--- src/rtl/noc_pkg.sv ---
// rtl/noc_pkg.sv - shared NoC constants, flit field offsets and traffic-generator FSM states
//
// Purpose : common definitions imported by noc_traffic_gen and noc_dest_sel.
// Ports   : none (package).

package noc_pkg;

  localparam int NODE_ID_W = 4;
  localparam int FLIT_W    = 32;
  localparam int SEQ_W     = 8;

  // Head-flit field offsets
  localparam int DEST_LSB  = 28;
  localparam int SRC_LSB   = 24;
  localparam int SEQ_LSB   = 16;
  localparam int LEN_LSB   = 8;

  localparam logic [15:0] DATA_MAGIC = 16'hC0DE;

  typedef enum logic [2:0] {
    IDLE,
    HEAD,
    BODY,
    WAIT,
    DONE
  } tg_state_e;

endpackage

--- src/rtl/noc_dest_sel.sv ---
// rtl/noc_dest_sel.sv - destination node selector for the traffic generator
//
// Purpose : supplies the destination of the next packet and steps it on each
//           completed packet. Default build walks the node IDs round-robin,
//           skipping this node. With NOC_TRAFFIC_GEN_LFSR_EN defined, the
//           destination is drawn from an 8-bit Fibonacci LFSR (taps 8,6,5,4).
// Ports   : ACLK    - clock
//           ARESET  - synchronous active-high reset
//           advance - step to the next destination (tail handshake)
//           dest    - current destination node ID

module noc_dest_sel
  import noc_pkg::*;
#(
  parameter int SRC_ID    = 0,
  parameter int NUM_NODES = 16
) (
  input  logic                 ACLK,
  input  logic                 ARESET,
  input  logic                 advance,
  output logic [NODE_ID_W-1:0] dest
);

  localparam logic [NODE_ID_W-1:0] SRC4  = NODE_ID_W'(SRC_ID);
  localparam logic [NODE_ID_W-1:0] FIRST = NODE_ID_W'((SRC_ID + 1) % NUM_NODES);
  localparam logic [NODE_ID_W-1:0] LAST  = NODE_ID_W'(NUM_NODES - 1);

`ifdef NOC_TRAFFIC_GEN_LFSR_EN

  logic [7:0]           r_lfsr;
  logic                 w_fb;
  logic [NODE_ID_W-1:0] w_mod;

  assign w_fb = r_lfsr[7] ^ r_lfsr[5] ^ r_lfsr[4] ^ r_lfsr[3];

  always_ff @(posedge ACLK) begin
    if (ARESET) begin
      r_lfsr <= {SRC4, 4'hA};
    end else if (advance) begin
      r_lfsr <= {r_lfsr[6:0], w_fb};
    end
  end

  // A 16-node system uses the low nibble directly; the modulo form would
  // otherwise need a zero-width divisor.
  if (NUM_NODES >= 16) begin : g_full
    assign w_mod = r_lfsr[3:0];
  end else begin : g_mod
    assign w_mod = r_lfsr[3:0] % NODE_ID_W'(NUM_NODES);
  end

  // Never address ourselves: fall back to the neighbour ID.
  assign dest = (w_mod == SRC4) ? FIRST : w_mod;

`else

  logic [NODE_ID_W-1:0] r_dest;
  logic [NODE_ID_W-1:0] w_step;
  logic [NODE_ID_W-1:0] w_next;

  always_comb begin
    w_step = (r_dest == LAST) ? '0 : r_dest + 1'b1;
    w_next = w_step;
    if (w_step == SRC4) begin
      w_next = (w_step == LAST) ? '0 : w_step + 1'b1;
    end
  end

  always_ff @(posedge ACLK) begin
    if (ARESET) begin
      r_dest <= FIRST;
    end else if (advance) begin
      r_dest <= w_next;
    end
  end

  assign dest = r_dest;

`endif

endmodule

--- src/rtl/noc_traffic_gen.sv ---
// rtl/noc_traffic_gen.sv - NoC endpoint traffic generator with delivered-packet counter
//
// Purpose : emits fixed-length packets (head + PAYLOAD_FLITS data flits) into a
//           router local port over valid/ready, paced so head flits start at
//           least INTERVAL cycles apart, and counts packets whose tail was
//           accepted. Stops after MAX_PKTS packets (0 = unlimited).
// Config  : NOC_TRAFFIC_GEN_LFSR_EN selects LFSR destinations (see noc_dest_sel);
//           undefined gives round-robin destinations.
// Ports   : ACLK      - clock
//           ARESET    - synchronous active-high reset
//           enable    - allows new packets to start
//           tx_valid  - flit valid
//           tx_ready  - router accepts the flit
//           tx_data   - flit
//           tx_head   - first flit of a packet
//           tx_tail   - last flit of a packet
//           pkts_sent - completed-packet count (saturating)
//           busy      - a packet is in flight
//           done      - MAX_PKTS reached

module noc_traffic_gen
  import noc_pkg::*;
#(
  parameter int SRC_ID        = 0,
  parameter int NUM_NODES     = 16,
  parameter int PAYLOAD_FLITS = 4,
  parameter int INTERVAL      = 100,
  parameter int MAX_PKTS      = 100
) (
  input  logic              ACLK,
  input  logic              ARESET,
  input  logic              enable,
  output logic              tx_valid,
  input  logic              tx_ready,
  output logic [FLIT_W-1:0] tx_data,
  output logic              tx_head,
  output logic              tx_tail,
  output logic [15:0]       pkts_sent,
  output logic              busy,
  output logic              done
);

  localparam int CNT_W = (INTERVAL > 1) ? $clog2(INTERVAL) : 1;

  localparam logic [NODE_ID_W-1:0] SRC4 = NODE_ID_W'(SRC_ID);
  localparam logic [3:0]           PF4  = 4'(PAYLOAD_FLITS);
  localparam logic [7:0]           PF8  = 8'(PAYLOAD_FLITS);

  tg_state_e            r_state;
  logic [SEQ_W-1:0]     r_seq;
  logic [3:0]           r_k;
  logic [CNT_W-1:0]     r_cnt;
  logic                 r_valid;
  logic                 r_head;
  logic                 r_tail;
  logic                 r_busy;
  logic                 r_done;
  logic [15:0]          r_pkts;
  logic [FLIT_W-1:0]    r_data;

  logic                 w_tail_hs;
  logic                 w_cnt_zero;
  logic                 w_hit_max;
  logic                 w_start;
  logic [15:0]          w_pkts_inc;
  logic [SEQ_W-1:0]     w_seq_next;
  logic [NODE_ID_W-1:0] w_dest;

  function automatic logic [FLIT_W-1:0] body_word(input logic [SEQ_W-1:0] s, input logic [3:0] k);
    return {SRC4, s, k, DATA_MAGIC + {12'd0, k}};
  endfunction

  noc_dest_sel #(
    .SRC_ID    (SRC_ID),
    .NUM_NODES (NUM_NODES)
  ) u_dest_sel (
    .ACLK    (ACLK),
    .ARESET  (ARESET),
    .advance (w_tail_hs),
    .dest    (w_dest)
  );

  // r_tail is only ever set while in BODY, so this is the tail handshake.
  assign w_tail_hs  = r_valid && r_tail && tx_ready;
  assign w_cnt_zero = (r_cnt == '0);
  assign w_pkts_inc = (r_pkts == 16'hFFFF) ? r_pkts : r_pkts + 16'd1;
  assign w_hit_max  = (MAX_PKTS != 0) && (32'(w_pkts_inc) == 32'(MAX_PKTS));
  assign w_seq_next = w_tail_hs ? r_seq + 8'd1 : r_seq;

  // A head may start from IDLE, after the pacing wait, or straight off a tail
  // whose packet already outlasted the interval.
  assign w_start = enable && (
                     (r_state == IDLE) ||
                     ((r_state == WAIT) && w_cnt_zero) ||
                     (w_tail_hs && !w_hit_max && w_cnt_zero));

  always_ff @(posedge ACLK) begin
    if (ARESET) begin
      r_state <= IDLE;
      r_seq   <= '0;
      r_k     <= '0;
      r_cnt   <= '0;
      r_valid <= 1'b0;
      r_head  <= 1'b0;
      r_tail  <= 1'b0;
      r_busy  <= 1'b0;
      r_done  <= 1'b0;
      r_pkts  <= '0;
      r_data  <= '0;
    end else begin
      if (!w_cnt_zero) begin
        r_cnt <= r_cnt - 1'b1;
      end

      case (r_state)
        IDLE: begin
        end

        HEAD: begin
          if (tx_ready) begin
            r_state <= BODY;
            r_head  <= 1'b0;
            r_k     <= 4'd1;
            r_tail  <= (PF4 == 4'd1);
            r_data  <= body_word(r_seq, 4'd1);
          end
        end

        BODY: begin
          if (tx_ready) begin
            if (r_tail) begin
              r_seq   <= r_seq + 8'd1;
              r_pkts  <= w_pkts_inc;
              r_valid <= 1'b0;
              r_busy  <= 1'b0;
              r_tail  <= 1'b0;
              if (w_hit_max) begin
                r_state <= DONE;
                r_done  <= 1'b1;
              end else if (enable) begin
                r_state <= WAIT;
              end else begin
                r_state <= IDLE;
              end
            end else begin
              r_k    <= r_k + 4'd1;
              r_tail <= (r_k + 4'd1 == PF4);
              r_data <= body_word(r_seq, r_k + 4'd1);
            end
          end
        end

        WAIT: begin
          if (!enable) begin
            r_state <= IDLE;
          end
        end

        DONE: begin
        end

        default: begin
          r_state <= IDLE;
        end
      endcase

      // Head entry overrides the state chosen above.
      if (w_start) begin
        r_state <= HEAD;
        r_valid <= 1'b1;
        r_head  <= 1'b1;
        r_tail  <= 1'b0;
        r_busy  <= 1'b1;
        r_cnt   <= CNT_W'(INTERVAL - 1);
        r_data  <= {4'd0, SRC4, w_seq_next, PF8, 8'h00};
      end
    end
  end

  // The destination field is taken live from the selector: it only steps on
  // the tail handshake, so it is stable for the whole head presentation, and
  // a head entered on that same edge already sees the advanced value.
  assign tx_data   = r_head ? {w_dest, r_data[DEST_LSB-1:0]} : r_data;
  assign tx_valid  = r_valid;
  assign tx_head   = r_head;
  assign tx_tail   = r_tail;
  assign busy      = r_busy;
  assign done      = r_done;
  assign pkts_sent = r_pkts;

endmodule

--- config.mk ---
export PLATFORM = sky130hd
export DESIGN_NAME = noc_traffic_gen
export DESIGN_NICKNAME = d
export VERILOG_FILES = /design/src/rtl/noc_pkg.sv /design/src/rtl/noc_dest_sel.sv /design/src/rtl/noc_traffic_gen.sv
export SDC_FILE = /design/constraint.sdc
export NUM_CORES = 1
export LEC_CHECK = 0
export ABC_AREA = 1
export BUFFER_PORTS_ARGS = -buffer_cell sky130_fd_sc_hd__clkbuf_2
export CAP_MARGIN = 10
export CORE_MARGIN = 1
export CORE_UTILIZATION = 44
export DETAILED_ROUTE_END_ITERATION = 10
export PLACE_DENSITY_LB_ADDON = 0.15
export SETUP_SLACK_MARGIN = 0.4
export SYNTH_ARGS = -nofsm -noshare
export SYNTH_HDL_FRONTEND = slang
export SYNTH_SLANG_ARGS = --single-unit
--- constraint.sdc ---
create_clock -name ACLK -period 2.5 [get_ports ACLK]
set_clock_uncertainty 0.05 [all_clocks]
set_input_delay 0.375 -clock ACLK [delete_from_list [all_inputs] [get_ports ACLK]]
set_output_delay 0.375 -clock ACLK [all_outputs]
set_load 0.01 [all_outputs]
==> metrics.cfg <==
[run_status]
status=complete, no violations

[synth]
syn_area_per_cell_um2=7.060
synth_top_flop_cell=dfxtp_1
yosys_register_bits=66
yosysUniqueCellTypes=45
synth_seq_area_share_pct=35.38
syn_area_mm2=0.003735
synthArstFlopShare_pct=0
synth.most_common_cell=nand2_1
yosys.area.top_type=dfxtp_1
synth.area.top_cells=dfxtp_1, nand2_1, nor2_1
synth-edff-count=0
yosysTopAreaCellShare_pct=35.38
yosys-top-cells-count=nand2_1, dfxtp_1, nor2_1, inv_1, o21ai_0
synth_cells=529
yosysWarnings=0

[floorplan]
dieArea_mm2=0.008860
initial_core_util_pct=45.45
io_pins=57
rows=33
core_area_mm2=0.008217
die_w_um=94.13
die_height_um=94.13

[cts]
cts_root_buf=clkbuf_8
cts.clk_slew.worst_paths_ns=0.08
cts-htree-levels=3
cts_tree=done
holdBufCountCts=0
cts.path.max_buffers=2
clk_latency_ns=0.35
cts_buffers=9
cts.sinks=66

[placed_design]
io_buffers=51
pre_cts_slack_ns=0.1265
place_congestion=0.8681
dp_hpwl_um=6632

[setup_path]
worstReg2RegEnd=r_data[20]$_SDFFE_PP0P_
critical_path_class=reg2reg
endpoint=r_data[20]$_SDFFE_PP0P_
critical_path.cell_chain=ha_4, nand2_2, nor2_4, nand2_4, buf_4, or2_1, nand3_2, inv_2, nand2_2, nor2_2, nand3_2, nand2_4, nand2_8, buf_8, nand3_2, nand2_1, a21oi_1
endpoint_kind=flop
critPathRequiredTime_ns=2.68
worstSetupStartpoint=pkts_sent[1]$_SDFFE_PP0P_
arrival_ns=2.44
path_delay_family=simple AND/OR/NAND/NOR gates
r2r_start=pkts_sent[1]$_SDFFE_PP0P_
reg2reg_slack_ns=0.24
cpMaxStageDelayCell=dfxtp_4
cp_common_cell=nand3_2
cp-start-kind=flop
crit_cells=17
critical_path_buf_inv_count=3
cp_max_fo=7
slowest_delay_ns=0.38
reg2reg_depth=17

[timing]
fin_crit_sh_pct=90.55
timing.fmax_mhz=441.8
setup-tns-final_ns=0
slew_violations=0
slew_headroom_pct=52.64
setup_viol=0
finalHoldViolCount=0
timing.final.ws_setup_ns=0.2363
rsz0062_at_grt=true
tightest_slew_ns=0.7096
layout_min_cycle_time_ns=2.264

[cells_and_area]
drive_gt1_share_pct=32.95
fin_nets=622
syn_to_final_growth_pct=27.27
antenna_cells=0

[detailed_routing]
postRouteAntennaNets=0
vias=3647
drt-initial-drc-count=201
via_per_inst=5.079
drc_errors=0
drt-pass1-iter-count=5
drt-wirelength-per-cell_um=13.66
wirelength_um=9810

[power]
p_sw_mw=1.458
vdd_drop_max_mv=0.4077
combPwrFrac_pct=39.5
clkPwrFrac_pct=25.0
power_switching_share_pct=37.73
p_int_mw=2.406
power_leakage_nw=2.209
cellPowerDensity_mw_per_mm2=812.9
p_seq_share_pct=35.6
finalPower_mw=3.864

[hold_path]
hold_depth=4
worstHoldPathType=in2reg

[global_route]
antenna_found_initial=0
grt_max_degree=30
gr-total-overflow=0
grt_util_all_layers_pct=22.89
grt_first_pass_wirelength_um=15500
grt_pass1_vias=3168

[run]
cap_viol_max_count=0

layout by cell type, fill, tap and decap left out, types with 3 or more instances in the layout:
cell type  Yosys  layout
clkbuf_2       0      51
nor3_1        10       7
nor2_2        10      16
a21oi_2        4      10
xor2_1        13      13
buf_4          9      35
o21ai_1        2       3
nand2_1      102      94
ha_1          10       9
o21ai_0       44      43
inv_1         55      54
nor3_2         1       4
dfxtp_1       66      52
nand2_4        3       5
nand4_1        3       3
nand3_1       38      28
nand2_2        6      12
nand3_2        2      12
xnor2_1        5       5
dfxtp_2        0      12
nand2_8        1       4
nor2_1        60      45
inv_2          3       3
clkbuf_8       4      10
a21oi_1       40      33
conb_1         1       5
nor2_4         0       9
final cells by class:
class,instances,area [um^2]
Clock inverter,4,47.55
Fill cell,779,3463
Clock buffer,12,166.4
Sequential cell,66,1344
Timing Repair Buffer,87,533.0
Tap cell,105,131.4
Inverter,59,226.5
Multi-Input combinational cell,385,2305
tightest hold or removal path, stage by stage:
cell and delay, ns:
clkbuf_2 0.10, nand2_1 0.09, a21oi_1 0.07, nor2_1 0.09
routing by layer:
metal | up-vias | GRT usage [%] | share of wire (%)
met5 | - | 0 | 0
met4 | 0 | 9.359 | 1.5
met3 | 18 | 4.045 | 5.0
met2 | 97 | 34.49 | 44
met1 | 1668 | 31.98 | 50
li1 | 1864 | - | -
stage by stage:
step / hold WS, ns / instances / cell area, um^2 / utilization [%]
after floorplan: 0.3940 / 533 / 3770 / -
after global placement: 0.3937 / 679 / 4079 / 49.64
after detailed placement: 0.3983 / 679 / 4079 / 49.64
after CTS: 0.3433 / 708 / 4511 / 54.90
after global routing: 0.3704 / 718 / 4753 / 57.85
final: 0.3552 / 718 / 4753 / 57.85
flip-flops by register name (all words and copies together), names as in the netlist:
signal           count
r_data              20
pkts_sent           16
r_seq                8
r_cnt                7
r_k                  4
u_dest_sel.dest      4
r_state              3
busy                 1
done                 1
tx_head              1
tx_tail              1
cells by family (layout without fill, tap and decap cells):
kind of cell             Yosys count  count (layout)  share of synthesized area, %
buffers and inverters             85             162                         11.22
adder cells (fa/ha/maj)           10              10                         3.350
XOR/XNOR                          18              18                         4.221
AO/OA/AOI/OAI                    103             103                         15.24
AND/OR/NAND/NOR                  245             248                         30.22
flip-flops                        66              66                         35.38
multiplexers                       1               1                        0.2680
other                              1               5                        0.1004
repair_timing:
item,in CTS,in global routing
setup endpoints to repair,34,37
buffers inserted,10,10
gates resized for setup,35,44
gates cloned,3,0
pin swaps,18,19
power groups by stage:
stage	registers, mW	clock network [mW]	logic (mW)
global route	1.40	1.03	1.69
global placement	1.39	0	1.20
finish	1.37	0.965	1.52
detailed placement	1.39	0	1.22
floorplan	1.42	0	0.892
CTS	1.37	0.980	1.32
worst min-delay path by stage:
| stage | from | endpoint | slack [ns] |
|---|---|---|---|
| finish | tx_ready | tx_tail$_SDFFE_PP0P_ | 0.36 |
| global route | tx_ready | tx_tail$_SDFFE_PP0P_ | 0.37 |
| CTS | tx_ready | tx_tail$_SDFFE_PP0P_ | 0.34 |
| detailed placement | done$_SDFFE_PP0P_ | done$_SDFFE_PP0P_ | 0.40 |
| global placement | done$_SDFFE_PP0P_ | done$_SDFFE_PP0P_ | 0.39 |
| floorplan | r_cnt[6]$_SDFFE_PP0P_ | r_cnt[6]$_SDFFE_PP0P_ | 0.39 |
(Power assumes the default switching activity.)
